===== config.mk =====
export PLATFORM = sky130hd
export DESIGN_NAME = imem_port_arbiter
export DESIGN_NICKNAME = d
export VERILOG_FILES = /design/src/rtl/imem_port_arbiter.sv
export SDC_FILE = /design/constraint.sdc
export NUM_CORES = 1
export LEC_CHECK = 0
export BUFFER_PORTS_ARGS = -buffer_cell sky130_fd_sc_hd__buf_4
export CAP_MARGIN = 0
export CORE_MARGIN = 3
export CORE_UTILIZATION = 45
export CTS_BUF_LIST = sky130_fd_sc_hd__clkbuf_4 sky130_fd_sc_hd__clkbuf_8
export DETAILED_ROUTE_END_ITERATION = 10
export PLACE_DENSITY = 0.82
export SLEW_MARGIN = 20
export SYNTH_ARGS = -nofsm -noshare
export SYNTH_HDL_FRONTEND = slang
export SYNTH_SLANG_ARGS = --single-unit

===== constraint.sdc =====
create_clock -name clk -period 3.35 [get_ports clk]
set_clock_uncertainty 0.05 [all_clocks]
set_input_delay 0.5025 -clock clk [delete_from_list [all_inputs] [get_ports clk]]
set_output_delay 0.5025 -clock clk [all_outputs]
set_load 0.1 [all_outputs]

===== src/rtl/imem_port_arbiter.sv =====
// Arbitrates the single-port instruction memory between the fetch stage and the
// loader/debug port, with a starvation guard for the loader and an exclusive lock mode.
module imem_port_arbiter #(
  parameter int ADDR_W     = 8,
  parameter int DATA_W     = 32,
  parameter int DEPTH      = 256,
  parameter int STARVE_MAX = 4
) (
  input  logic              clk,
  input  logic              rst_n,
  input  logic              if_req,
  input  logic [ADDR_W-1:0] if_addr,
  output logic              if_gnt,
  output logic              if_rvalid,
  output logic [DATA_W-1:0] if_rdata,
  input  logic              ld_req,
  input  logic              ld_we,
  input  logic              ld_lock,
  input  logic [ADDR_W-1:0] ld_addr,
  input  logic [DATA_W-1:0] ld_wdata,
  output logic              ld_gnt,
  output logic              ld_rvalid,
  output logic [DATA_W-1:0] ld_rdata,
  output logic              ld_err,
  output logic [ADDR_W-1:0] mem_addr,
  output logic              mem_we,
  output logic [DATA_W-1:0] mem_wdata,
  input  logic [DATA_W-1:0] mem_rdata
);

  localparam int CNT_W = $clog2(STARVE_MAX + 1);

  typedef enum logic {RUN, LOCK} state_t;

  state_t           state, state_next;
  logic [CNT_W-1:0] starve_cnt;
  logic             starved;
  logic             if_in_range;
  logic             ld_in_range;

  assign starved     = (starve_cnt == CNT_W'(STARVE_MAX));
  assign if_in_range = (32'(if_addr) < 32'(DEPTH));
  assign ld_in_range = (32'(ld_addr) < 32'(DEPTH));

  // The cycle in which ld_lock first rises is still arbitrated with RUN rules.
  always_comb begin
    state_next = state;
    if_gnt     = 1'b0;
    ld_gnt     = 1'b0;
    case (state)
      RUN: begin
        if (ld_lock) state_next = LOCK;
        ld_gnt = ld_req & (~if_req | starved);
        if_gnt = if_req & ~ld_gnt;
      end
      LOCK: begin
        if (!ld_lock) state_next = RUN;
        ld_gnt = ld_req;
      end
      default: state_next = RUN;
    endcase
    if (!rst_n) begin
      if_gnt = 1'b0;
      ld_gnt = 1'b0;
    end
  end

  assign mem_addr  = ld_gnt ? ld_addr : (if_gnt ? if_addr : '0);
  assign mem_we    = ld_gnt & ld_we & ld_in_range;
  assign mem_wdata = ld_wdata;

  always_ff @(posedge clk) begin
    if (!rst_n) begin
      state      <= RUN;
      starve_cnt <= '0;
    end else begin
      state <= state_next;
      if (state == RUN && !ld_lock && ld_req && !ld_gnt) begin
        if (!starved) starve_cnt <= starve_cnt + CNT_W'(1);
      end else begin
        starve_cnt <= '0;
      end
    end
  end

  // Read data is captured at grant time; out-of-range reads return zero.
  always_ff @(posedge clk) begin
    if (!rst_n) begin
      if_rvalid <= 1'b0;
      if_rdata  <= '0;
      ld_rvalid <= 1'b0;
      ld_rdata  <= '0;
      ld_err    <= 1'b0;
    end else begin
      if_rvalid <= if_gnt;
      if (if_gnt) if_rdata <= if_in_range ? mem_rdata : '0;
      ld_rvalid <= ld_gnt & ~ld_we;
      if (ld_gnt && !ld_we) ld_rdata <= ld_in_range ? mem_rdata : '0;
      ld_err    <= ld_gnt & ~ld_in_range;
    end
  end

endmodule


-- Yosys cells after proc, flatten, opt, wreduce, memory -nomap -nowiden
Index checks and enable logic that the tools add are counted.
- eq/ne operators: 1
- muxes and demuxes: 7
- $add $sub $neg: 1
- bitwise logic cells: 9
- reduce and logical (&&, ||, !) cells: 8
- operators by type and width (cell ; number):
    2-to-1 mux 8 bit ; 2
    AND 1 bit ; 4
    logical AND 1 bit ; 4
    2-to-1 mux 1 bit ; 4
    NOT 1 bit ; 4
    adder 3 x 1 -> 3 bit (second input constant) ; 1
    equality test 3 bit (second input constant) ; 1
    zero test 1 bit ; 3
    one-hot mux 1 bit (2 select lines) ; 1
    AND reduction 2 bit ; 1
    OR 1 bit ; 1
- register bits after elaboration: 70
- output and inout port bits: 110
- logic and storage cells: 32

-- Longest topological paths before layout
- word-level depth: 9
- mapped depth: 6
- depth with buffers taken out: 6

-- Least setup slack after synthesis
Ideal clock, no wire load.
- kind: in2out
- start: input port rst_n
- end: output port mem_addr[0]
- required time: 2.797 ns
- stages: 4
- data arrival time: 2.648 ns
- path slack: 0.150 ns
- path buffers: 1
- cell sequence: buf_4 -> nand2_2 -> a21oi_2 -> a22o_1
- elaborated cells between the ends (all ways): 4
- RTL lines (what ; RTL line ; text):
    start, declared ; 10 ; input logic rst_n,
    2-to-1 mux 1 bit ; 62 ; if (!rst_n) begin
    named net ld_gnt ; 21 ; output logic ld_gnt,
    2-to-1 mux 8 bit ; 68 ; assign mem_addr = ld_gnt ? ld_addr : (if_gnt ? if_addr : '0);
    end, declared ; 25 ; output logic [ADDR_W-1:0] mem_addr,
The timed path passes the listed nets, and every way through them passes these cells.

-- Worst setup path after layout
- start: register starve_cnt[0]
- end: output port mem_addr[4]
- cells in the longest elaborated chain, start to end: 9
- elaborated cells between the ends (all ways): 11
- RTL lines (what ; RTL line ; text):
    start, declared ; 36 ; logic [CNT_W-1:0] starve_cnt;
    start signal, assigned ; 79 ; if (!starved) starve_cnt <= starve_cnt + CNT_W'(1);
    equality test 3 bit (*) ; 41 ; assign starved = (starve_cnt == CNT_W'(STARVE_MAX));
    OR 1 bit (*) ; 53 ; ld_gnt = ld_req & (~if_req | starved);
    AND 1 bit (*) ; 53 ;
    NOT 1 bit ; 54 ; if_gnt = if_req & ~ld_gnt;
    AND 1 bit ; 54 ;
    2-to-1 mux 1 bit ; 50 ; case (state)
    2-to-1 mux 1 bit ; 62 ;
    2-to-1 mux 8 bit ; 68 ;
    2-to-1 mux 8 bit (*) ; 68 ;
Every way passes the cells marked *; elsewhere a longest branch is shown, timed or not.

==> flow_summary_export.csv <==
group,metric,value,unit
status,status,"complete, no violations",
grt,global_route_wire_length_before_repair,11000,µm
critical_path,critPathArrivalTime,1.91,ns
critical_path,timing.critical_path.required,2.80,ns
clock_tree,clkTransAtPathRegs,0.07,ns
logic_synthesis,synthTopCellsByArea,"dfxtp_1 (47%), mux2i_1 (22%), nand2_1 (12%)",
timing,max_slew.worst_pin.slew,0.891,ns
routing,route.final.wire_length,6950,µm
power_and_ir_drop,power_per_cell_area,524,mW/mm²
finish,antenna-diode-count,0,
clock_tree,cts_root_buffer,"clkbuf_8",
power_and_ir_drop,power.switching,671,µW
grt,grt.total_usage,0.184,
logic_synthesis,yosys_most_used_dff,"dfxtp_1",
finish,fillCellCount,536,
power_and_ir_drop,internal-power,1390,µW
floorplan,floorplan.rows,28,
routing,detail_route.vias_per_cell,4.77,
routing,wire_per_inst,14.4,µm
placement,dp_cells,467,
timing,final-setup-viol-count,0,
clock_tree,clkLatencyLatePin,0.32,ns
logic_synthesis,synthesis.area,0.00297,mm²
hold_path,hold_class,"primary input to flip-flop",
floorplan,die_height,87.2,µm
clock_tree,post_cts.resized_instances,0,
logic_synthesis,synthDistinctLibCells,23,
logic_synthesis,edff_count_synth,0,
routing,detail_route.first_pass.iterations,4,
power_and_ir_drop,clock_power_share,0.338,
floorplan,die-area,0.00761,mm²
critical_path,crit_path_start_kind,"flip-flop",
placement,count_of_buffers_inserted_at_the_top_level_ports,130,
timing,tns,0,ns
power_and_ir_drop,power_frac_comb,0.235,
hold_path,worstHoldPathCells,2,
floorplan,io_pins,196,
placement,hpwlAfterDp,5010,µm
power_and_ir_drop,p_leak,0.00192,µW
critical_path,timing.reg2reg.setup_slack,1.56,ns
timing,layout_min_cycle_time,2.46,ns
clock_tree,cts_max_level,3,
routing,vias,2302,
critical_path,setup.worst_path.end,"mem_addr[4]",
floorplan,core_region_area,0.00617,mm²
timing,grt_setup_unrepaired,"no",
logic_synthesis,yosys.area.top_type,"dfxtp_1",
placement,post_dp_cell_area,0.00372,mm²
logic_synthesis,yosys_warning_count,0,
timing,timing.fmax,406,MHz
routing,drt_drc_violations_left,0,
clock_tree,cts_post_setup_buffers_inserted,0,
timing,report.final.slew_viol_count,0,
finish,drive_above_1_share,0.377,
power_and_ir_drop,share_seq_of_total_power,0.427,
timing,fin_crit_sh,0.736,
timing,finalHoldWorstSlack,0.318,ns
run,max_cap_violations,0,
floorplan,die_x,87.2,µm
clock_tree,numClockSinks,70,
logic_synthesis,synthesis.instances,309,
clock_tree,maximum_number_of_buffers_from_clock_root_to_sink,2,
grt,grt_max_degree,96,
critical_path,critical_path.reg2reg.endpoint,"ld_rdata[12]",
logic_synthesis,yosysSeqAreaShare,0.472,
critical_path,worstSetupStartpoint,"starve_cnt[0]",
logic_synthesis,synth_top_area_frac,0.472,
finish,finish.instance_area,0.00393,mm²
critical_path,worst_r2r_startpoint,"starve_cnt[0]",
logic_synthesis,ys_async_sr_fraction,0,
clock_tree,cts_hold_buffers,0,
grt,number_of_global_route_vias_before_repair,2277,
critical_path,cp-end-kind,"output pin",
floorplan,initial_core_utilization,0.481,
finish,layout.cells.non_filler,483,
logic_synthesis,synth_fp_nets,397,
grt,initial_antenna_violation_count,0,
finish,area_growth_syn_to_layout,32.3,%
timing,hold_viol,0,
power_and_ir_drop,power_switching_share,0.326,
power_and_ir_drop,irDropWorstVdd,0.381,mV
critical_path,worst-path-max-fanout,10,
logic_synthesis,post_synth.cell_area_avg,9.60,µm²
routing,detail_route_antenna_nets,0,
clock_tree,cts_inserted_buffers,9,
finish,nNetsFinal,491,
placement,gp_congestion,0.799,
clock_tree,cts_tree,"yes",
placement,place_worst_setup_slack,1.12,ns
hold_path,worstHoldStart,"ld_lock",
routing,detailedRoute.firstIterationViolations,79,
timing,setup_slack,0.885,ns
critical_path,rr_worst_depth,6,
critical_path,crit_type,"flip-flop to output pin",
logic_synthesis,ys_ff_latch,70,
timing,normalized_max_slew_margin,0.406,
grt,globalRouteOverflowTotal,0,
worst min path at each step:
stage,to,slack [ns]
after floorplan,starve_cnt[0],0.38
after global placement,starve_cnt[0],0.39
after detailed placement,ld_rdata[20],0.40
after CTS,starve_cnt[2],0.30
after global routing,starve_cnt[2],0.30
final,starve_cnt[2],0.32
Yosys cell counts (all sizes together), types with 2 or more instances:
| cell type | number |
|---|---|
| buf | 43 |
| inv | 3 |
| clkbuf | 7 |
| nor4 | 2 |
| ha | 2 |
| and2 | 2 |
| mux2i | 64 |
| nand3 | 2 |
| dfxtp | 70 |
| nand2 | 99 |
| a22o | 8 |
sequential cells by signal, indices dropped and copies added (netlist names):
register	count
ld_rvalid	1
starve_cnt	3
if_rdata	32
if_rvalid	1
ld_rdata	32
state	1
power groups by stage:
stage	Clock (µW)	Sequential (µW)	Combinational, µW
final	695	878	483
after global routing	756	881	503
after CTS	716	878	486
after detailed placement	0	897	485
after global placement	0	896	481
after floorplan	0	1110	334
worst max-delay path, stage by stage, from the launching register on:
cell	delay [ns]
dfxtp_1	0.33
inv_1	0.06
ha_1	0.16
nand2_1	0.13
a21oi_2	0.41
a22o_1	0.21
buf_4	0.29
metal layers:
| metal | vias to the layer above | GRT usage | part of all wire | wire length [µm] |
|---|---|---|---|---|
| met5 | - | 0 | 0 | 0 |
| met4 | 0 | 0.0907 | 0.025 | 177 |
| met3 | 16 | 0.0615 | 0.080 | 554 |
| met2 | 76 | 0.291 | 0.48 | 3310 |
| met1 | 1047 | 0.224 | 0.42 | 2910 |
| li1 | 1163 | - | - | - |
layout make-up:
class	instances	area, µm²	share of cell area
tap	75	93.8	0.0239
multi-input combinational	185	1210	0.308
sequential	70	1400	0.357
inverter	4	15.0	0.00382
clock buffer	13	166	0.0424
clock inverter	3	42.5	0.0108
timing repair buffer	133	998	0.254
cells in the final DEF, fill, tap and decap left out, drive strengths merged:
cell type  Yosys  routed
clkbuf         7      13
clkinv         1       2
dfxtp         70      70
nor4           2       2
mux2i         64      64
clkinvlp       0       1
nor2b          1       1
a211oi         1       1
xnor2          1       1
bufinv         0       1
and2           2       2
nor4b          1       1
ha             2       2
a22o           8       8
buf           43     133
nand3          2       2
inv            3       3
a21oi          1       1
conb           1       1
nand2         99      99
per-stage QoR:
step / utilization / total power, µW
finish: 0.637 / 2060
global route: 0.637 / 2140
CTS: 0.637 / 2080
detailed placement: 0.603 / 1380
global placement: 0.603 / 1380
floorplan: - / 1440
kinds of logic after synthesis:
| logic type | synth area share |
|---|---|
| AND/OR/NAND/NOR | 0.145 |
| flip-flops | 0.472 |
| multiplexers | 0.216 |
| buffers and inverters | 0.121 |
| AO/OA/AOI/OAI | 0.0333 |
| adder cells (fa/ha/maj) | 0.00843 |
| other | 0.00126 |
| XOR/XNOR | 0.00295 |
Power figures use the tool's default switching activity.
